[src/rtl/lsu_pkg.sv]
// lsu_pkg: shared types and constants for the load/store memory port.
//   mem_size_e  - access size encoding on req_size_i (2'b11 is illegal)
//   lsu_state_e - request FSM states
//   LANE_MASK_* - byte-lane write-enable masks before shifting by address offset
package lsu_pkg;

    typedef enum logic [1:0] {
        MEM_B = 2'b00,
        MEM_H = 2'b01,
        MEM_W = 2'b10
    } mem_size_e;

    typedef enum logic [1:0] {
        IDLE      = 2'b00,
        LOAD_WAIT = 2'b01,
        RESP      = 2'b10
    } lsu_state_e;

    localparam logic [3:0] LANE_MASK_B = 4'b0001;
    localparam logic [3:0] LANE_MASK_H = 4'b0011;
    localparam logic [3:0] LANE_MASK_W = 4'b1111;

endpackage

[src/rtl/lsu_load_align.sv]
// lsu_load_align: picks the addressed byte/half out of a RAM word and
// sign- or zero-extends it to 32 bits. Purely combinational.
//   i_word     - raw 32-bit RAM read word
//   i_offset   - byte offset within the word (addr[1:0])
//   i_size     - access size (mem_size_e encoding)
//   i_unsigned - 1: zero-extend, 0: sign-extend
//   o_data     - right-aligned, extended load data
module lsu_load_align
    import lsu_pkg::*;
(
    input  logic [31:0] i_word,
    input  logic [1:0]  i_offset,
    input  logic [1:0]  i_size,
    input  logic        i_unsigned,
    output logic [31:0] o_data
);

    logic [7:0]  w_byte;
    logic [15:0] w_half;

    always_comb begin
        case (i_offset)
            2'd0:    w_byte = i_word[7:0];
            2'd1:    w_byte = i_word[15:8];
            2'd2:    w_byte = i_word[23:16];
            default: w_byte = i_word[31:24];
        endcase
        // halves are only ever legal at offset 0 or 2
        w_half = i_offset[1] ? i_word[31:16] : i_word[15:0];
    end

    always_comb begin
        o_data = i_word;
        case (i_size)
            MEM_B:   o_data = {{24{~i_unsigned & w_byte[7]}}, w_byte};
            MEM_H:   o_data = {{16{~i_unsigned & w_half[15]}}, w_half};
            default: o_data = i_word;
        endcase
    end

endmodule

[src/rtl/lsu_mem_port.sv]
// lsu_mem_port: load/store adapter between the core request channel and one
// port of a word-addressed RAM with a registered read output.
//   clk_i/rst_ni              - clock, async active-low reset
//   req_valid_i/req_ready_o   - request handshake (ready only in IDLE)
//   req_we_i, req_size_i, req_unsigned_i, req_addr_i, req_wdata_i - request
//   rsp_valid_o/rsp_ready_i   - response handshake, response held until taken
//   rsp_rdata_o, rsp_err_o    - extended load data / access error
//   mem_en_o, mem_addr_o, mem_we_o, mem_wdata_o, mem_rdata_i - RAM port
// One request is in flight at a time. RAM controls are driven combinationally
// from the request in the accepting cycle only; they are zero otherwise.
module lsu_mem_port
    import lsu_pkg::*;
#(
    parameter logic [31:0] BASE_ADDR  = 32'h0000_0000,
    parameter int unsigned DATA_DEPTH = 8192
)(
    input  logic        clk_i,
    input  logic        rst_ni,
    input  logic        req_valid_i,
    output logic        req_ready_o,
    input  logic        req_we_i,
    input  logic [1:0]  req_size_i,
    input  logic        req_unsigned_i,
    input  logic [31:0] req_addr_i,
    input  logic [31:0] req_wdata_i,
    output logic        rsp_valid_o,
    input  logic        rsp_ready_i,
    output logic [31:0] rsp_rdata_o,
    output logic        rsp_err_o,
    output logic        mem_en_o,
    output logic [31:0] mem_addr_o,
    output logic [3:0]  mem_we_o,
    output logic [31:0] mem_wdata_o,
    input  logic [31:0] mem_rdata_i
);

    localparam logic [32:0] RANGE_BYTES = 33'(DATA_DEPTH) << 2;

    lsu_state_e  r_state;
    lsu_state_e  w_state_nxt;
    logic [1:0]  r_offset;
    logic [1:0]  r_size;
    logic        r_unsigned;
    logic [31:0] r_rdata;
    logic        r_err;

    logic [32:0] w_off;
    logic        w_in_range;
    logic        w_aligned;
    logic        w_legal;
    logic        w_accept;
    logic        w_mem_en;
    logic [3:0]  w_lane_mask;
    logic [31:0] w_wdata_rep;
    logic [31:0] w_load_data;

    // 33-bit subtraction: a borrow into bit 32 means the address is below BASE_ADDR
    assign w_off      = {1'b0, req_addr_i} - {1'b0, BASE_ADDR};
    assign w_in_range = ~w_off[32] && (w_off < RANGE_BYTES);

    always_comb begin
        w_aligned   = 1'b0;
        w_lane_mask = 4'b0000;
        w_wdata_rep = req_wdata_i;
        case (req_size_i)
            MEM_B: begin
                w_aligned   = 1'b1;
                w_lane_mask = LANE_MASK_B << req_addr_i[1:0];
                w_wdata_rep = {4{req_wdata_i[7:0]}};
            end
            MEM_H: begin
                w_aligned   = ~req_addr_i[0];
                w_lane_mask = LANE_MASK_H << req_addr_i[1:0];
                w_wdata_rep = {2{req_wdata_i[15:0]}};
            end
            MEM_W: begin
                w_aligned   = (req_addr_i[1:0] == 2'b00);
                w_lane_mask = LANE_MASK_W;
            end
            default: ;
        endcase
    end

    assign w_legal  = w_aligned & w_in_range;
    // gating with rst_ni keeps the RAM untouched while reset is held
    assign req_ready_o = rst_ni && (r_state == IDLE);
    assign w_accept    = req_valid_i & req_ready_o;
    assign w_mem_en    = w_accept & w_legal;

    assign mem_en_o    = w_mem_en;
    assign mem_we_o    = (w_mem_en & req_we_i) ? w_lane_mask : 4'b0000;
    assign mem_addr_o  = w_mem_en ? {2'b00, w_off[31:2]} : 32'd0;
    assign mem_wdata_o = w_mem_en ? w_wdata_rep : 32'd0;

    always_ff @(posedge clk_i or negedge rst_ni) begin
        if (!rst_ni) r_state <= IDLE;
        else         r_state <= w_state_nxt;
    end

    always_comb begin
        w_state_nxt = r_state;
        case (r_state)
            IDLE:      if (w_accept) w_state_nxt = (w_legal && !req_we_i) ? LOAD_WAIT : RESP;
            LOAD_WAIT: w_state_nxt = RESP;
            RESP:      if (rsp_ready_i) w_state_nxt = IDLE;
            default:   w_state_nxt = IDLE;
        endcase
    end

    lsu_load_align u_align (
        .i_word     (mem_rdata_i),
        .i_offset   (r_offset),
        .i_size     (r_size),
        .i_unsigned (r_unsigned),
        .o_data     (w_load_data)
    );

    // Stores and errors respond with rdata=0; loads overwrite it in LOAD_WAIT.
    always_ff @(posedge clk_i or negedge rst_ni) begin
        if (!rst_ni) begin
            r_offset   <= 2'b00;
            r_size     <= 2'b00;
            r_unsigned <= 1'b0;
            r_rdata    <= 32'd0;
            r_err      <= 1'b0;
        end else if (w_accept) begin
            r_offset   <= req_addr_i[1:0];
            r_size     <= req_size_i;
            r_unsigned <= req_unsigned_i;
            r_rdata    <= 32'd0;
            r_err      <= ~w_legal;
        end else if (r_state == LOAD_WAIT) begin
            r_rdata    <= w_load_data;
        end else if (r_state == RESP && rsp_ready_i) begin
            r_rdata    <= 32'd0;
            r_err      <= 1'b0;
        end
    end

    assign rsp_valid_o = (r_state == RESP);
    assign rsp_rdata_o = r_rdata;
    assign rsp_err_o   = r_err;

endmodule

[config.mk]
export PLATFORM = sky130hd
export DESIGN_NAME = lsu_mem_port
export DESIGN_NICKNAME = d
export VERILOG_FILES = /design/src/rtl/lsu_pkg.sv /design/src/rtl/lsu_load_align.sv /design/src/rtl/lsu_mem_port.sv
export SDC_FILE = /design/constraint.sdc
export NUM_CORES = 1
export LEC_CHECK = 0
export CELL_PAD_IN_SITES_DETAIL_PLACEMENT = 0
export CELL_PAD_IN_SITES_GLOBAL_PLACEMENT = 1
export CORE_MARGIN = 5
export CORE_UTILIZATION = 27
export DETAILED_ROUTE_END_ITERATION = 10
export GPL_TIMING_DRIVEN = 1
export PLACE_DENSITY = 0.95
export SKIP_LAST_GASP = 1
export SYNTH_ARGS = -nofsm -noshare
export SYNTH_HDL_FRONTEND = slang
export SYNTH_SLANG_ARGS = --single-unit
[constraint.sdc]
create_clock -name clk_i -period 3.2 [get_ports clk_i]
set_clock_uncertainty 0.2 [all_clocks]
set_input_delay 0.48 -clock clk_i [delete_from_list [all_inputs] [get_ports clk_i]]
set_output_delay 0.48 -clock clk_i [all_outputs]
set_load 0.02 [all_outputs]
==> results.md, run 1 <==
* Run status: complete, no violations
* Critical path data required time at 2520 ps
* H-tree depth at 2
* Most common cell in the netlist: dfrtp_1
* Routed Antenna Nets at 0
* CP Launch Type: input pin
* Multi-input gate area at approximately 1800 sq um
* Synth area leaders: dfrtp_1 33%, a221o_1 11%, mux4_2 5.9%
* Post-layout instance area at just over 5000 sq um
* Worst VDD drop at between 0.2 and 0.25 mV
* Root Buffer: clkbuf_16
* CP arrival at around 2400 ps
* Post-CTS Setup Repair Bufs at 0
* GRT Total Usage at 16.4%
* Maximum clock rate at about 320 MHz
* GRT Residual Overflow at 0
* Min cycle time layout at around 3000 ps
* Largest net degree at the start of global routing at between 40 and 50
* #FFs+latches synth at 40
* Drt drc at 0
* Port Buf Inserts at between 150 and 200
* Synth area leader: dfrtp_1
* Ys flop type: dfrtp_1
* Fill count at ~1100
* Top cell type's share of synthesized area at about a third
* Vias in the first global route at between 3000 and 4000
* Lkg Pwr at about 2.3 nW
* Finished Core Util at a little under half
* Worst min path class: in -> async
* WL per Instance at around 18 microns
* # diodes at 0
* Non-filler cells, final at approximately 670
* Synth cell types at 35
* Relative slew slack at a little under two fifths
* Mapped cell area at around 3000 sq um
* Post-synthesis sequential area ratio at between 30 and 40%
* Post-DP HPWL at between 9000 and 10000 microns
* Placed cell area at around 5000 sq um
* Clk sink count at 40
* Register Area at about 1000 sq um
* Initial Util at approximately 28%
* Post-synth ARST share at 100%
* Fin. Hold Viols at 0
* WS Path Type: in -> out
* Die Width at about 120 microns
* Initial DRC count at between 200 and 300
* Fraction of layout instances using a drive strength above 1 at 10.9%
* Total power at between 1.5 and 2 mW
* Multiplexer share of the synthesized area at 11.5%
* M1 wire length at 4470 microns
* Top routing layer used: met4
* Clk slew on worst S/H paths at ~50 ps
* RePlAce Congestion at 0.780
* Pwr/cell area at 319 nW/um^2
* Met2 routed WL at about 5600 microns
* Crit end category: output pin
* Post-synth EDFFs at 0
* Xor/xnor share of the synthesized area at 0%
* Die ar. at 13500 sq um
* I/O pins at 208
* Total number of yosys warnings at 0
* Drt pass-1 iters at 5
* Post-Syn Instances at approximately 350
* Simple-Gate Fraction of Synth Area at 18.5%
* Via/cell ratio at around 5.1
* Chip Height at about 120 microns
* Worst-Skew Late Latency at about 280 ps
* TritonCTS Buffers at 5
* Largest family of logic cells by synthesized area: compound AO/OA/AOI/OAI gates
* Compound-Gate Fraction of Synth Area at about a quarter
* Synth cell count leaders: 40 x dfrtp_1, 33 x nand2_1, 33 x nor2_1
* WL met3 at roughly 1400 microns
* Core area at between 10000 and 15000 sq um
* Site Rows at 38
* Post-Synth Adder-Cell Area at 0%
* MaxCap Viol Count at 0
* Global-route wire length before repair at about 18000 microns
* Synthesized area per cell at between 8 and 9 sq um
* Final #Nets at ~630
* Setup Viol. Count Final at 0
* CTS tree: yes
* Placed cells at ~660
* Routed wire length at ~12000 microns
* Via count at roughly 3400
* Unrepaired setup endpoints after global routing: no
* CP max FO at 28
* Slew Viols, Final at 0
* Tcrit/Tclk final at between 90 and 100%
* Clock tree buffer depth at 2
* Worst R2R Path Depth at 3
* Initial antenna violation count at 0
* Syn-to-layout area delta at 65.8%
* Slew @ Worst Pin at 940 ps
[kinds of logic after synthesis]
group	Yosys count
compound gates	101
other cells	1
flops	40
simple gates	118
buf+inv	64
mux	25
[critical path, stage by stage]
cell and delay, ps:
clkdlybuf4s50_1 420, nor4_2 340, and4_1 260, nand3_1 160, buf_12 230, a21oi_1 110, dlygate4sd2_1 390
[power breakdown]
part / internal (mW) / switching [mW] / total [mW]
combinational: 0.272 / 0.239 / 0.511
clock: 0.307 / 0.193 / 0.500
sequential: 0.524 / 0.0749 / 0.599
total: 1.10 / 0.507 / 1.61
[timing repair]
| item | 4_1_cts | 5_1_grt |
|---|---|---|
| resized for setup | 53 | 45 |
| endpoints found under the setup margin | 50 | 31 |
| hold buffers | 0 | 0 |
[registers in the layout (all words and copies together), names as in the netlist]
signal / cells
r_size: 2
r_offset: 2
rsp_rdata_o: 32
r_unsigned: 1
r_state: 2
rsp_err_o: 1
[layout make-up]
type / count / area share, %
inverter: 12 / 0.892
clock buffer: 6 / 2.75
clock inverter: 2 / 0.198
timing repair buffer: 202 / 37.1
tap: 140 / 3.47
multi-input combinational: 263 / 35.8
sequential: 40 / 19.8
[worst paths after layout]
path                           startpoint               to  slack, ps
min in group clk_i         rsp_rdata_o[4]   rsp_rdata_o[4]        280
hold reg to reg            rsp_rdata_o[4]   rsp_rdata_o[4]        280
max in group asynchronous          rst_ni  rsp_rdata_o[30]       2360
hold / removal                     rst_ni  rsp_rdata_o[12]         90
setup reg to reg              r_offset[1]   rsp_rdata_o[9]        830
setup / recovery           req_addr_i[31]   mem_wdata_o[8]        120
[stage by stage]
step                      setup slack, ps  setup TNS, ps  hold WS [ps]
after floorplan                       824              0         -15.6
after global placement               -267         -10800           260
after detailed placement             -292          -9320           273
after CTS                            48.1              0           114
after global routing                0.538              0           149
final                                 116              0          93.8
[layout by cell type, fill, tap and decap left out, drive strengths merged, types with 3 or more instances in the layout]
master	count
clkdlybuf4s50	137
dfrtp	40
nor2	33
nand2	33
a221o	32
o21ai	26
dlygate4sd2	25
and2	24
clkbuf	24
conb	19
mux2i	17
a21oi	16
buf	15
a22o	14
inv	12
nor3	10
mux4	8
o22ai	8
clkdlybuf4s15	7
nor2b	4
nor4	4
nand3	3
nand2b	3
[layer usage]
| metal | up-vias | track usage (%) |
|---|---|---|
| li1 | 1584 | - |
| met1 | 1571 | 19.5 |
| met2 | 218 | 27.7 |
| met3 | 26 | 5.54 |
| met4 | 0 | 6.11 |
| met5 | - | 0 |
No activity file was read; power rests on OpenSTA's default activity.
==> inputs of run 2 (changes only) <==
--- a/config.mk
+++ b/config.mk
@@ -7,7 +7,7 @@
 export LEC_CHECK = 0
 export CELL_PAD_IN_SITES_DETAIL_PLACEMENT = 0
 export CELL_PAD_IN_SITES_GLOBAL_PLACEMENT = 1
-export CORE_MARGIN = 5
+export CORE_MARGIN = 2
 export CORE_UTILIZATION = 27
 export DETAILED_ROUTE_END_ITERATION = 10
 export GPL_TIMING_DRIVEN = 1
==> run 2 against run 1 <==
Against the previous run:
- flip-flop and latch count unchanged
- global-route usage grew 1.1 points
- count of clock-buffer cells in the layout shrank 1
- via count about the same
- worst hold slack worse by 3.4 ps
- register-to-register slack barely moved
- design area up 1.1%
- sequential share of layout area fell by 0.21 points
- fmax grew 1.2%
==> results.md, run 2 (synthesis results as in run 1) <==
* CTS tree: yes
* WL per Instance at 16.9 microns
* Most frequent cells in the layout: 137 x clkdlybuf4s50_1, 48 x dlygate4sd2_1, 40 x dfrtp_1
* Worst R2R Path Depth at 3
* GRT Residual Overflow at 0
* Clk slew on worst S/H paths at roughly 60 ps
* Worst-Skew Late Latency at between 200 and 300 ps
* Hold Buf Count CTS at 0
* Via/cell ratio at 5.12
* Die Width at between 100 and 150 microns
* Relative slew slack at about a third
* Run status: complete, no violations
* GRT Total Usage at 17.5%
* Post-DP HPWL at a little under 9000 microns
* Root Buffer: clkbuf_16
* Drt pass-1 iters at 4
* Post-cts resize count at 51
* TritonCTS Buffers at 5
* RePlAce Congestion at roughly 0.85
* Maximum clock rate at 328 MHz
* Total power at between 1.5 and 2 mW
* Drt drc at 0
* Critical path data required time at ~2500 ps
* Initial DRC count at between 150 and 200
* CP arrival at around 2400 ps
* Crit end category: output pin
* Fin. Hold Viols at 0
* H-tree depth at 2
* Clk sink count at 40
* Core area at 10900 sq um
* Internal reg-to-reg setup slack at just over 800 ps
* Initial Util at 27.8%
* Post-CTS Setup Repair Bufs at 0
* Setup Viol. Count Final at 0
* Largest net degree at the start of global routing at between 40 and 50
* Routed Antenna Nets at 0
* Routed wire length at between 10000 and 15000 microns
* Die ar. at approximately 12000 sq um
* Chip Height at about 110 microns
* CP Launch Type: input pin
* CP max FO at 23
* Pwr/cell area at 327 nW/um^2
* Unrepaired setup endpoints after global routing: no
* Vias in the first global route at between 3000 and 4000
* Max reg flops at 32
* Initial antenna violation count at 0
* Commonest non-fill, non-tap cell in the layout: clkdlybuf4s50_1
* Max incr delay on CP at slightly above 400 ps
* Non-filler cells, final at 664
* Placed cells at approximately 660
* MaxCap Viol Count at 0
* Via count at roughly 3400
* Worst VDD drop at 0.260 mV
* Slew @ Worst Pin at 1000 ps
* Final #Nets at ~630
* I/O pins at 208
* Min cycle time layout at around 3000 ps
* Fraction of layout instances using a drive strength above 1 at just over 7%
* Site Rows at 38
* Slowest cell on the critical path: clkdlybuf4s50_1
* Tcrit/Tclk final at 95.2%
* # diodes at 0
* Worst min path class: in -> async
* Syn-to-layout area delta at 67.6%
* Lkg Pwr at between 2 and 2.5 nW
* Worst path cell trace: clkdlybuf4s50_1, nor4_2, and4_1, nand3_1, inv_1, buf_12, o2111a_1, dlygate4sd2_1
* Port Buf Inserts at roughly 190
* Slew Viols, Final at 0
* Clock tree buffer depth at 2
* Global-route wire length before repair at about 17000 microns
* WS Path Type: in -> out
-- run 2: metal layers --
| metal | part of all wire [%] | up-vias | GRT usage, % |
|---|---|---|---|
| li1 | - | 1583 | - |
| met1 | 38 | 1582 | 20.6 |
| met2 | 48 | 211 | 31.1 |
| met3 | 11 | 22 | 3.82 |
| met4 | 2.9 | 0 | 6.52 |
| met5 | 0 | - | 0 |
-- run 2: worst paths after layout --
| check | startpoint | to |
|---|---|---|
| min reg2reg | rsp_rdata_o[3] | rsp_rdata_o[3] |
| max in group asynchronous | rst_ni | rsp_rdata_o[5] |
| max reg2reg | r_offset[1] | rsp_rdata_o[9] |
| min | rst_ni | rsp_rdata_o[11] |
| max | req_addr_i[31] | mem_we_o[2] |
| min in group clk_i | rsp_rdata_o[3] | rsp_rdata_o[3] |
-- run 2: cell type report --
type                    instances  area [sq um]
multi-input cells             263          1790
clock inverters                 3          42.5
flip-flops and latches         40          1000
inverters                      12          45.0
fillers                      1084          5830
repair buffers                201          1920
clock buffers                   5           125
well taps                     140           175
-- run 2: critical path, delay by kind of cell --
kind                   cells  cell delay [ps]
AND/OR/NAND/NOR            3              670
AO/OA/AOI/OAI              1              170
buffers and inverters      4             1030
-- run 2: through the flow --
step / hold slack [ps] / instance area (sq um) / worst slack (ps) / utilization (%) / setup TNS (ps)
after global routing: 161 / 5100 / 41.2 / 46.7 / 0
after floorplan: -15.6 / 3110 / 824 / - / 0
after global placement: 263 / 4990 / -300 / 45.6 / -10130
final: 90.4 / 5100 / 154 / 46.7 / 0
after detailed placement: 275 / 4990 / -219 / 45.6 / -5670
after CTS: 119 / 5100 / 25.0 / 46.7 / 0
-- run 2: where the power goes --
part	total, mW	switching [mW]	internal (mW)
combinational	0.510	0.238	0.272
sequential	0.602	0.0776	0.524
clock	0.557	0.191	0.366
total	1.67	0.506	1.16
==> inputs of run 3 (changes only) <==
--- a/config.mk
+++ b/config.mk
@@ -9,9 +9,12 @@
 export CELL_PAD_IN_SITES_GLOBAL_PLACEMENT = 1
 export CORE_MARGIN = 2
 export CORE_UTILIZATION = 27
+export CTS_BUF_LIST = sky130_fd_sc_hd__clkbuf_4 sky130_fd_sc_hd__clkbuf_8
 export DETAILED_ROUTE_END_ITERATION = 10
 export GPL_TIMING_DRIVEN = 1
+export HOLD_SLACK_MARGIN = 0.15
 export PLACE_DENSITY = 0.95
+export REMOVE_ABC_BUFFERS = 1
 export SKIP_LAST_GASP = 1
 export SYNTH_ARGS = -nofsm -noshare
 export SYNTH_HDL_FRONTEND = slang
==> run 3 against run 2 <==
Against the previous run:
- routed wire length up 3.3%
- core utilization down 0.33 points
- clock power down 36%
- first-iteration DRC count up 5.5%
- flip-flop and latch count unchanged
- critical path depth unchanged
- highest routed layer is now met5
- final cell count up 0.60%
- sequential power down 2%
- design area down 0.71%
- non-clock buffer count up 4
- register-to-register slack better by 200 ps
- die area unchanged
==> results.md, run 3 (synthesis results as in run 1) <==
* Routed Antenna Nets at 0
* Global-route wire length before repair at 17500 microns
* Slew @ Worst Pin at ~1000 ps
* I/O pins at approximately 210
* Final #Nets at approximately 630
* Relative slew slack at between 30 and 40%
* Port Buf Inserts at between 150 and 200
* WS Path Type: in -> out
* Sum Neg Setup Slack at 0 ps
* GRT Residual Overflow at 0
* Via count at ~3400
* Min cycle time layout at just under 3000 ps
* Post-DP HPWL at roughly 8900 microns
* Finished Core Util at a little under half
* Hold Path Depth at 2
* Die Width at about 110 microns
* Top routing layer used: met5
* Run status: complete, no violations
* Root Buffer: clkbuf_8
* Initial Util at ~28%
* Max reg flops at 32
* Slew Viols, Final at 0
* R2r startpoint: r_size[0]
* Placed cell area at between 4000 and 5000 sq um
* Critical path data required time at ~2500 ps
* Internal reg-to-reg setup slack at between 1000 and 1500 ps
* Clk slew on worst S/H paths at about 80 ps
* CP max FO at 16
* Clk sink count at 40
* Hold Crit Endpoint: rsp_rdata_o[3]
* Crit end category: output pin
* H-tree depth at 2
* Via/cell ratio at 5.13
* Pwr/cell area at roughly 290 nW/um^2
* Tcrit/Tclk final at 93.2%
* Met2 routed WL at roughly 5900 microns
* Worst R2R Path Depth at 3
* DP Worst Slack at -105 ps
* Post-CTS Setup Repair Bufs at 0
* RePlAce Congestion at about 0.86
* WL met3 at 1120 microns
* Fin. Hold Viols at 0
* Drt drc at 0
* Initial DRC count at approximately 190
* Lkg Pwr at about 2.4 nW
* Initial antenna violation count at 1
* Core area at roughly 11000 sq um
* Unrepaired setup endpoints after global routing: no
* Chip Height at 110 microns
* Post-layout instance area at 5070 sq um
* CTS tree: yes
* Syn-to-layout area delta at 66.4%
* TritonCTS Buffers at 5
* MaxCap Viol Count at 0
* Setup Viol. Count Final at 0
* # diodes at 0
* Final setup margin at 216 ps
* Commonest non-fill, non-tap cell in the layout: clkdlybuf4s50_1
* Drt pass-1 iters at 5
* CP arrival at around 2300 ps
* GRT Total Usage at a little under a fifth
* Fraction of layout instances using a drive strength above 1 at around 7%
* WL per Instance at 17.3 microns
* CP Launch Type: input pin
* Die ar. at roughly 12000 sq um
* Worst VDD drop at approximately 0.15 mV
* Hold Slack at ~290 ps
* Clock tree buffer depth at 2
* Worst min path class: reg -> reg
* Reg-to-Reg End: rsp_rdata_o[13]
* Largest net degree at the start of global routing at 41
* Hold_sp: rsp_rdata_o[3]
* Site Rows at 38
* M1 wire length at around 4300 microns
* Routed wire length at around 12000 microns
* Worst-Skew Late Latency at 290 ps
* Maximum clock rate at between 300 and 400 MHz
* Most frequent cells in the layout: 137 x clkdlybuf4s50_1, 45 x dlygate4sd2_1, 40 x dfrtp_1
* Vias in the first global route at between 3000 and 4000
==> run 3: per-stage QoR <==
stage / instances / total power, mW
after floorplan: 315 / 0.843
after global placement: 658 / 1.11
after detailed placement: 658 / 1.12
after CTS: 668 / 1.48
after global routing: 668 / 1.55
final: 668 / 1.47
==> run 3: area by class of cell <==
cell class	count	area, sq um
Timing Repair Buffer	205	1980
Fill cell	1086	5870
Inverter	12	45.0
Clock inverter	2	10.0
Tap cell	140	175
Sequential cell	40	1000
Multi-Input combinational cell	263	1780
Clock buffer	6	82.6
==> run 3: worst max path at each step <==
stage	startpoint	endpoint	slack, ps	depth (start not counted)
after floorplan	rst_ni	mem_we_o[2]	-570	4
after global placement	req_addr_i[31]	mem_wdata_o[4]	-50	8
after detailed placement	req_valid_i	mem_addr_o[0]	-100	7
after CTS	req_addr_i[26]	mem_wdata_o[21]	0.9	7
after global routing	req_addr_i[31]	mem_addr_o[7]	20	8
final	req_addr_i[31]	mem_addr_o[9]	220	8
==> run 3: critical path, cell delays in order <==
cell	delay [ps]
clkdlybuf4s50_1	400
nor4_1	260
and4_1	230
nand3_1	150
inv_1	130
buf_4	180
and2_1	140
dlygate4sd2_1	330
==> run 3: routing by layer <==
layer,GRT usage [%],vias to the layer above
met2,34.4,186
met3,4.94,17
li1,-,1596
met5,0,-
met1,20.1,1624
met4,6.34,2
==> run 3: repair_timing <==
| action | CTS | global route |
|---|---|---|
| resized for setup | 46 | 5 |
| hold buffers | 2 | 0 |
| endpoints found under the hold margin | 40 | 0 |
| setup endpoints to repair | 49 | 5 |
==> run 3: report_power, final <==
part	switching, mW	total, mW	internal [mW]
logic	0.248	0.526	0.278
clock network	0.182	0.355	0.172
registers	0.0685	0.592	0.523
